File: src/rtl/decode_pkg.sv
// decode_pkg: RV32I opcodes and the enums shared by the decode stage.
package decode_pkg;
  localparam logic [6:0] OP_LOAD   = 7'h03;
  localparam logic [6:0] OP_MISC   = 7'h0f;
  localparam logic [6:0] OP_IMM    = 7'h13;
  localparam logic [6:0] OP_AUIPC  = 7'h17;
  localparam logic [6:0] OP_STORE  = 7'h23;
  localparam logic [6:0] OP_REG    = 7'h33;
  localparam logic [6:0] OP_LUI    = 7'h37;
  localparam logic [6:0] OP_BRANCH = 7'h63;
  localparam logic [6:0] OP_JALR   = 7'h67;
  localparam logic [6:0] OP_JAL    = 7'h6f;
  localparam logic [6:0] OP_SYSTEM = 7'h73;
  typedef enum logic [2:0] {
    CLS_LOAD, CLS_STORE, CLS_BRANCH, CLS_JUMP, CLS_ALU, CLS_ALU_IMM, CLS_UPPER, CLS_SYSTEM
  } op_class_t;
  // Base codes equal funct3; SUB/SRA are ADD/SR with imm[10] (funct7[5]) set.
  typedef enum logic [3:0] {
    ALU_ADD, ALU_SLL, ALU_SLT, ALU_SLTU, ALU_XOR, ALU_SR, ALU_OR, ALU_AND,
    ALU_MUL, ALU_MULH, ALU_MULHSU, ALU_MULHU, ALU_DIV, ALU_DIVU, ALU_REM, ALU_REMU
  } alu_op_t;
  typedef enum logic [2:0] {FMT_R, FMT_I, FMT_S, FMT_B, FMT_U, FMT_J} fmt_t;
endpackage

File: src/rtl/imm_gen.sv
// imm_gen: sign-extended immediate for each RV32I format; R-format yields the I-layout so funct7 reaches execute.
module imm_gen
  import decode_pkg::*;
#(
  parameter int XLEN = 32
) (
  input  logic [31:7]     instr,
  input  logic [2:0]      fmt,
  output logic [XLEN-1:0] imm
);
  always_comb
    imm = (fmt == FMT_S) ? {{(XLEN-11){instr[31]}}, instr[30:25], instr[11:7]} :
          (fmt == FMT_B) ? {{(XLEN-12){instr[31]}}, instr[7], instr[30:25], instr[11:8], 1'b0} :
          (fmt == FMT_U) ? {{(XLEN-31){instr[31]}}, instr[30:12], 12'b0} :
          (fmt == FMT_J) ? {{(XLEN-20){instr[31]}}, instr[19:12], instr[20], instr[30:21], 1'b0} :
                           {{(XLEN-11){instr[31]}}, instr[30:20]};
endmodule

File: src/rtl/decode_stage.sv
// decode_stage: registered RV32I decode slice with valid/ready, flush and a saturating accept counter.
// Define DECODE_MEXT_EN to decode the M extension (alu_op 8-15); otherwise those encodings are illegal.
module decode_stage
  import decode_pkg::*;
#(
  parameter int XLEN  = 32,
  parameter int CNT_W = 16
) (
  input  logic             clk,
  input  logic             rst_n,
  input  logic             flush,
  input  logic             in_valid,
  output logic             in_ready,
  input  logic [XLEN-1:0]  in_pc,
  input  logic [31:0]      in_instr,
  output logic             out_valid,
  input  logic             out_ready,
  output logic [XLEN-1:0]  out_pc,
  output logic [4:0]       out_rs1,
  output logic [4:0]       out_rs2,
  output logic [4:0]       out_rd,
  output logic [XLEN-1:0]  out_imm,
  output logic [3:0]       out_alu_op,
  output logic [2:0]       out_op_class,
  output logic             out_rd_we,
  output logic             out_illegal,
  output logic [CNT_W-1:0] decoded_count
);
  localparam logic [0:0] EMPTY = 1'b0;
  localparam logic [0:0] FULL  = 1'b1;
  logic [0:0] state;
  logic [6:0] opc;
  logic [2:0] f3;
  logic [6:0] f7;
  logic ill, we, accept;
  fmt_t fmt;
  op_class_t cls;
  alu_op_t alu;
  logic [XLEN-1:0] imm_raw;
  assign opc = in_instr[6:0];
  assign f3  = in_instr[14:12];
  assign f7  = in_instr[31:25];
  always_comb begin
    ill = 1'b0;
    fmt = FMT_I;
    cls = CLS_SYSTEM;
    alu = ALU_ADD;
    case (opc)
      OP_LOAD: begin
        cls = CLS_LOAD;
        ill = (f3 == 3'd3) || (f3[2:1] == 2'b11);
      end
      OP_STORE: begin
        cls = CLS_STORE;
        fmt = FMT_S;
        ill = f3 > 3'd2;
      end
      OP_BRANCH: begin
        cls = CLS_BRANCH;
        fmt = FMT_B;
        ill = f3[2:1] == 2'b01;
        alu = f3[2] ? (f3[1] ? ALU_SLTU : ALU_SLT) : ALU_XOR;
      end
      OP_JAL: begin
        cls = CLS_JUMP;
        fmt = FMT_J;
      end
      OP_JALR: begin
        cls = CLS_JUMP;
        ill = f3 != 3'd0;
      end
      OP_LUI, OP_AUIPC: begin
        cls = CLS_UPPER;
        fmt = FMT_U;
      end
      OP_IMM: begin
        cls = CLS_ALU_IMM;
        alu = alu_op_t'({1'b0, f3});
        ill = ((f3 == 3'd1) && (f7 != 7'h00)) || ((f3 == 3'd5) && (f7 != 7'h00) && (f7 != 7'h20));
      end
      OP_REG: begin
        cls = CLS_ALU;
        fmt = FMT_R;
        alu = alu_op_t'({1'b0, f3});
        ill = !((f7 == 7'h00) || ((f7 == 7'h20) && ((f3 == 3'd0) || (f3 == 3'd5))));
`ifdef DECODE_MEXT_EN
        if (f7 == 7'h01) begin
          alu = alu_op_t'({1'b1, f3});
          ill = 1'b0;
        end
`endif
      end
      OP_MISC, OP_SYSTEM: ill = 1'b0;
      default: ill = 1'b1;
    endcase
  end
  imm_gen #(.XLEN(XLEN)) u_imm (.instr(in_instr[31:7]), .fmt(fmt), .imm(imm_raw));
  assign we        = !ill && (in_instr[11:7] != 5'd0) && !(cls inside {CLS_STORE, CLS_BRANCH, CLS_SYSTEM});
  assign in_ready  = !flush && ((state == EMPTY) || out_ready);
  assign accept    = in_valid && in_ready;
  assign out_valid = state == FULL;
  always_ff @(posedge clk or negedge rst_n) begin
    if (!rst_n) begin
      state         <= EMPTY;
      out_pc        <= '0;
      out_rs1       <= '0;
      out_rs2       <= '0;
      out_rd        <= '0;
      out_imm       <= '0;
      out_alu_op    <= '0;
      out_op_class  <= '0;
      out_rd_we     <= 1'b0;
      out_illegal   <= 1'b0;
      decoded_count <= '0;
    end else if (flush) begin
      state <= EMPTY;
    end else if (accept) begin
      state         <= FULL;
      out_pc        <= in_pc;
      out_rs1       <= in_instr[19:15];
      out_rs2       <= in_instr[24:20];
      out_rd        <= in_instr[11:7];
      out_imm       <= ill ? '0 : imm_raw;
      out_alu_op    <= ill ? ALU_ADD : alu;
      out_op_class  <= ill ? CLS_SYSTEM : cls;
      out_rd_we     <= we;
      out_illegal   <= ill;
      if (!(&decoded_count)) decoded_count <= decoded_count + CNT_W'(1);
    end else if (out_ready) begin
      state <= EMPTY;
    end
  end
endmodule

File: config.mk
export PLATFORM = sky130hd
export DESIGN_NAME = decode_stage
export DESIGN_NICKNAME = d
export VERILOG_FILES = /design/src/rtl/decode_pkg.sv /design/src/rtl/imm_gen.sv /design/src/rtl/decode_stage.sv
export SDC_FILE = /design/constraint.sdc
export NUM_CORES = 1
export LEC_CHECK = 0
export CAP_MARGIN = 0
export CELL_PAD_IN_SITES_DETAIL_PLACEMENT = 0
export CELL_PAD_IN_SITES_GLOBAL_PLACEMENT = 1
export CORE_ASPECT_RATIO = 0.8
export CORE_MARGIN = 2
export CORE_UTILIZATION = 26
export DETAILED_ROUTE_END_ITERATION = 10
export PLACE_DENSITY_LB_ADDON = 0.1
export SETUP_SLACK_MARGIN = 0.2
export SYNTH_ARGS = -nofsm -noshare
export SYNTH_HDL_FRONTEND = slang
export SYNTH_SLANG_ARGS = --single-unit
File: constraint.sdc
create_clock -name clk -period 5 [get_ports clk]
set_clock_uncertainty 0.05 [all_clocks]
set_input_delay 1 -clock clk [delete_from_list [all_inputs] [get_ports clk]]
set_output_delay 1 -clock clk [all_outputs]
set_load 0.005 [all_outputs]
==> summary.txt <==
CTS
  – Post-cts sizing count: 0
  – Depth of the CTS H-tree: 3
  – Post-CTS Setup Bufs: 0
  – Root Driver: clkbuf_16
  – CTS max path bufs: 2
  – TritonCTS Buffers: 9
  – Hold_buf cts: 0
  – Skew-Pair Late Insertion Delay: 350 ps
  – CTS sink count: 104
  – TritonCTS clock tree: yes
  – CTS clk-pin slew, worst paths: 70 ps

STA
  – Max frequency: 0.2815 GHz
  – Relative slew slack: 34.04%
  – Final Cycle Share: 71.04%
  – Slew at the pin closest to its max-slew limit: 981.2 ps
  – RSZ-0062 raised after global routing: no
  – Min Tclk post-route: 3552 ps
  – Max Slew Vio Count: 0
  – Setup TNS: 0 ps
  – Final Hold Fails: 0
  – Setup-failing EPs final: 0

Pwr
  – P_leak: 3.033 nW
  – Power per cell area: 312.2 nW/µm²
  – Total power: 0.002135 W
  – Peak VDD IR: 164.5 µV

Global route
  – Global-route wire length before repair: 22.46 mm
  – Initial antenna violation count: 0
  – Largest net degree at the start of global routing: 84
  – Gr ovfl total: 0
  – Vias in the first global route: 3967
  – Total global-route track usage: 15.30%

Placed design
  – Hpwl dp: 10.07 mm
  – GP Congestion: 0.8402
  – Port bufs: 173
  – Placed cell area: 6555 µm²

Final layout
  – N_diodes: 0
  – Share of cells above drive strength 1: 4.615%
  – Util after Layout: 39.23%
  – Post-route cell area: 6839 µm²
  – Layout overhead on the synthesized area: 47.17%
  – Final Net Count: 717

Die
  – I/O pins: 175
  – Die area: 18970 µm²
  – Starting Density: 26.66%
  – Core area: 17430 µm²
  – # rows: 43
  – Die W: 153.5 µm
  – Die height: 123.6 µm

Route
  – Antenna Nets Post-Route: 0
  – Drt pass-1 iters: 4
  – Initial DRC count: 182
  – Drt drc: 0
  – Final wirelength: 14.37 mm
  – DR vias: 4051
  – Via-per-instance ratio: 4.630
  – DR WL/cell: 16.42 µm

Yosys
  – Post-synth ARST share: 100.0%
  – Post-synth EDFFs: 0
  – Yosys reg bits: 104
  – Syn_nets: 561
  – Ys Warns: 0
  – Cell count after synthesis: 491
  – Sequential area share after synthesis: 56.00%
  – Syn Area/Cell: 9.464 µm²
  – Top_reg_cell synth: dfrtp_1
  – Netlist cell types: 48
  – Synth Cell Area: 4647 µm²

Critical path
  – Critical Path Start: in_instr[6]
  – Crit path required time: 5230 ps
  – CP arrival: 3790 ps
  – Critical Path Start Type: input pin
  – Critical path fanouts, max: 20
  – Kind of critical path: input pin to flop
  – R2R Path Start: out_valid
  – Flop-to-flop setup slack: 2620 ps
  – Worst setup EP type: flop

Hold path
  – Hold Path Origin: out_pc[16]
  – Worst Hold Class: flop to flop

Flow run
  – Max Cap Viol: 0

Outcome
  – Status: complete, no violations
## sequential cells by signal, indices dropped and copies added (netlist names), 3 cells and up
name	count
out_imm	32
out_pc	32
decoded_count	16
out_rd	5
out_rs1	5
out_rs2	5
out_alu_op	3
out_op_class	3
## area by class of cell
class                           instances  area, µm²
Clock inverter                          5      58.81
Tap cell                              225      281.5
Timing Repair Buffer                  177       1759
Inverter                                8      30.03
Clock buffer                            9      225.2
Fill cell                            1762      10590
Sequential cell                       104       2603
Multi-Input combinational cell        347       1882
## metrics by stage
stage / hold WS, ps / instances / setup slack [ps]
final: 423.3 / 875 / 1448
after global routing: 448.5 / 875 / 1252
after CTS: 427.8 / 875 / 1505
after detailed placement: 410.9 / 861 / 1120
after global placement: 408.7 / 861 / 1165
after floorplan: 419.7 / 491 / 2177
## critical path: stages
cell             delay, ps
clkdlybuf4s50_1        820
and2_1                 220
a21oi_1                 40
o32a_1                 330
a311oi_1               290
and2_1                 530
buf_4                  350
a32o_1                 200
## Yosys cell counts (6+ instances only)
cell | n | area [µm²]
nand2_1 | 165 | 619.3
xnor2_1 | 7 | 61.31
o21a_1 | 12 | 90.09
nand3_1 | 9 | 45.04
xor2_1 | 8 | 70.07
a32o_1 | 9 | 90.09
nand4_1 | 6 | 37.54
clkbuf_1 | 19 | 71.32
a22o_1 | 24 | 210.2
inv_1 | 8 | 30.03
a21oi_1 | 6 | 30.03
dfrtp_1 | 104 | 2603
o21ai_0 | 14 | 70.07
nor2_1 | 36 | 135.1
## cell families (layout without fill, tap and decap cells)
| logic type | Yosys count | in the layout | synth area share [%] |
|---|---|---|---|
| and+or+nand+nor | 245 | 245 | 22.70 |
| adders and majority gates | 1 | 1 | 0.2692 |
| muxes | 2 | 2 | 0.4577 |
| buffers and inverters | 40 | 199 | 3.931 |
| other | 1 | 1 | 0.08070 |
| xor gates and xnor gates | 15 | 15 | 2.827 |
| DFF | 104 | 104 | 56.00 |
| AOI/OAI and AO/OA | 83 | 83 | 13.73 |
## power breakdown
part	leakage [nW]	internal (W)	switching (W)
Sequential	1.34	0.000930	0.0000628
Clock	0.134	0.000384	0.000314
Combinational	1.56	0.000263	0.000182
Total	3.03	0.00158	0.000558
## path summary, 6_finish.rpt
path,endpoint,depth (start not counted)
max,out_imm[5],8
min,out_pc[16],2
min in group asynchronous,decoded_count[9],1
min reg2reg,out_pc[16],2
max in group asynchronous,out_pc[24],2
max reg2reg,out_imm[5],7
## cells in the final DEF (no fill, tap or decap), types with 9 or more instances in the layout
cell type,instances
nand2_1,165
a32o_1,9
clkbuf_16,9
clkdlybuf4s50_1,172
o21ai_0,14
nor2_1,36
a22o_1,24
o21a_1,12
dfrtp_1,104
## layer usage
layer  share of wire, %  GRT usage (%)
met1                 48          21.54
met2                 45          23.41
met4                1.2          3.612
met5                  0              0
met3                5.6          4.454
Power figures use the tool's default switching activity.
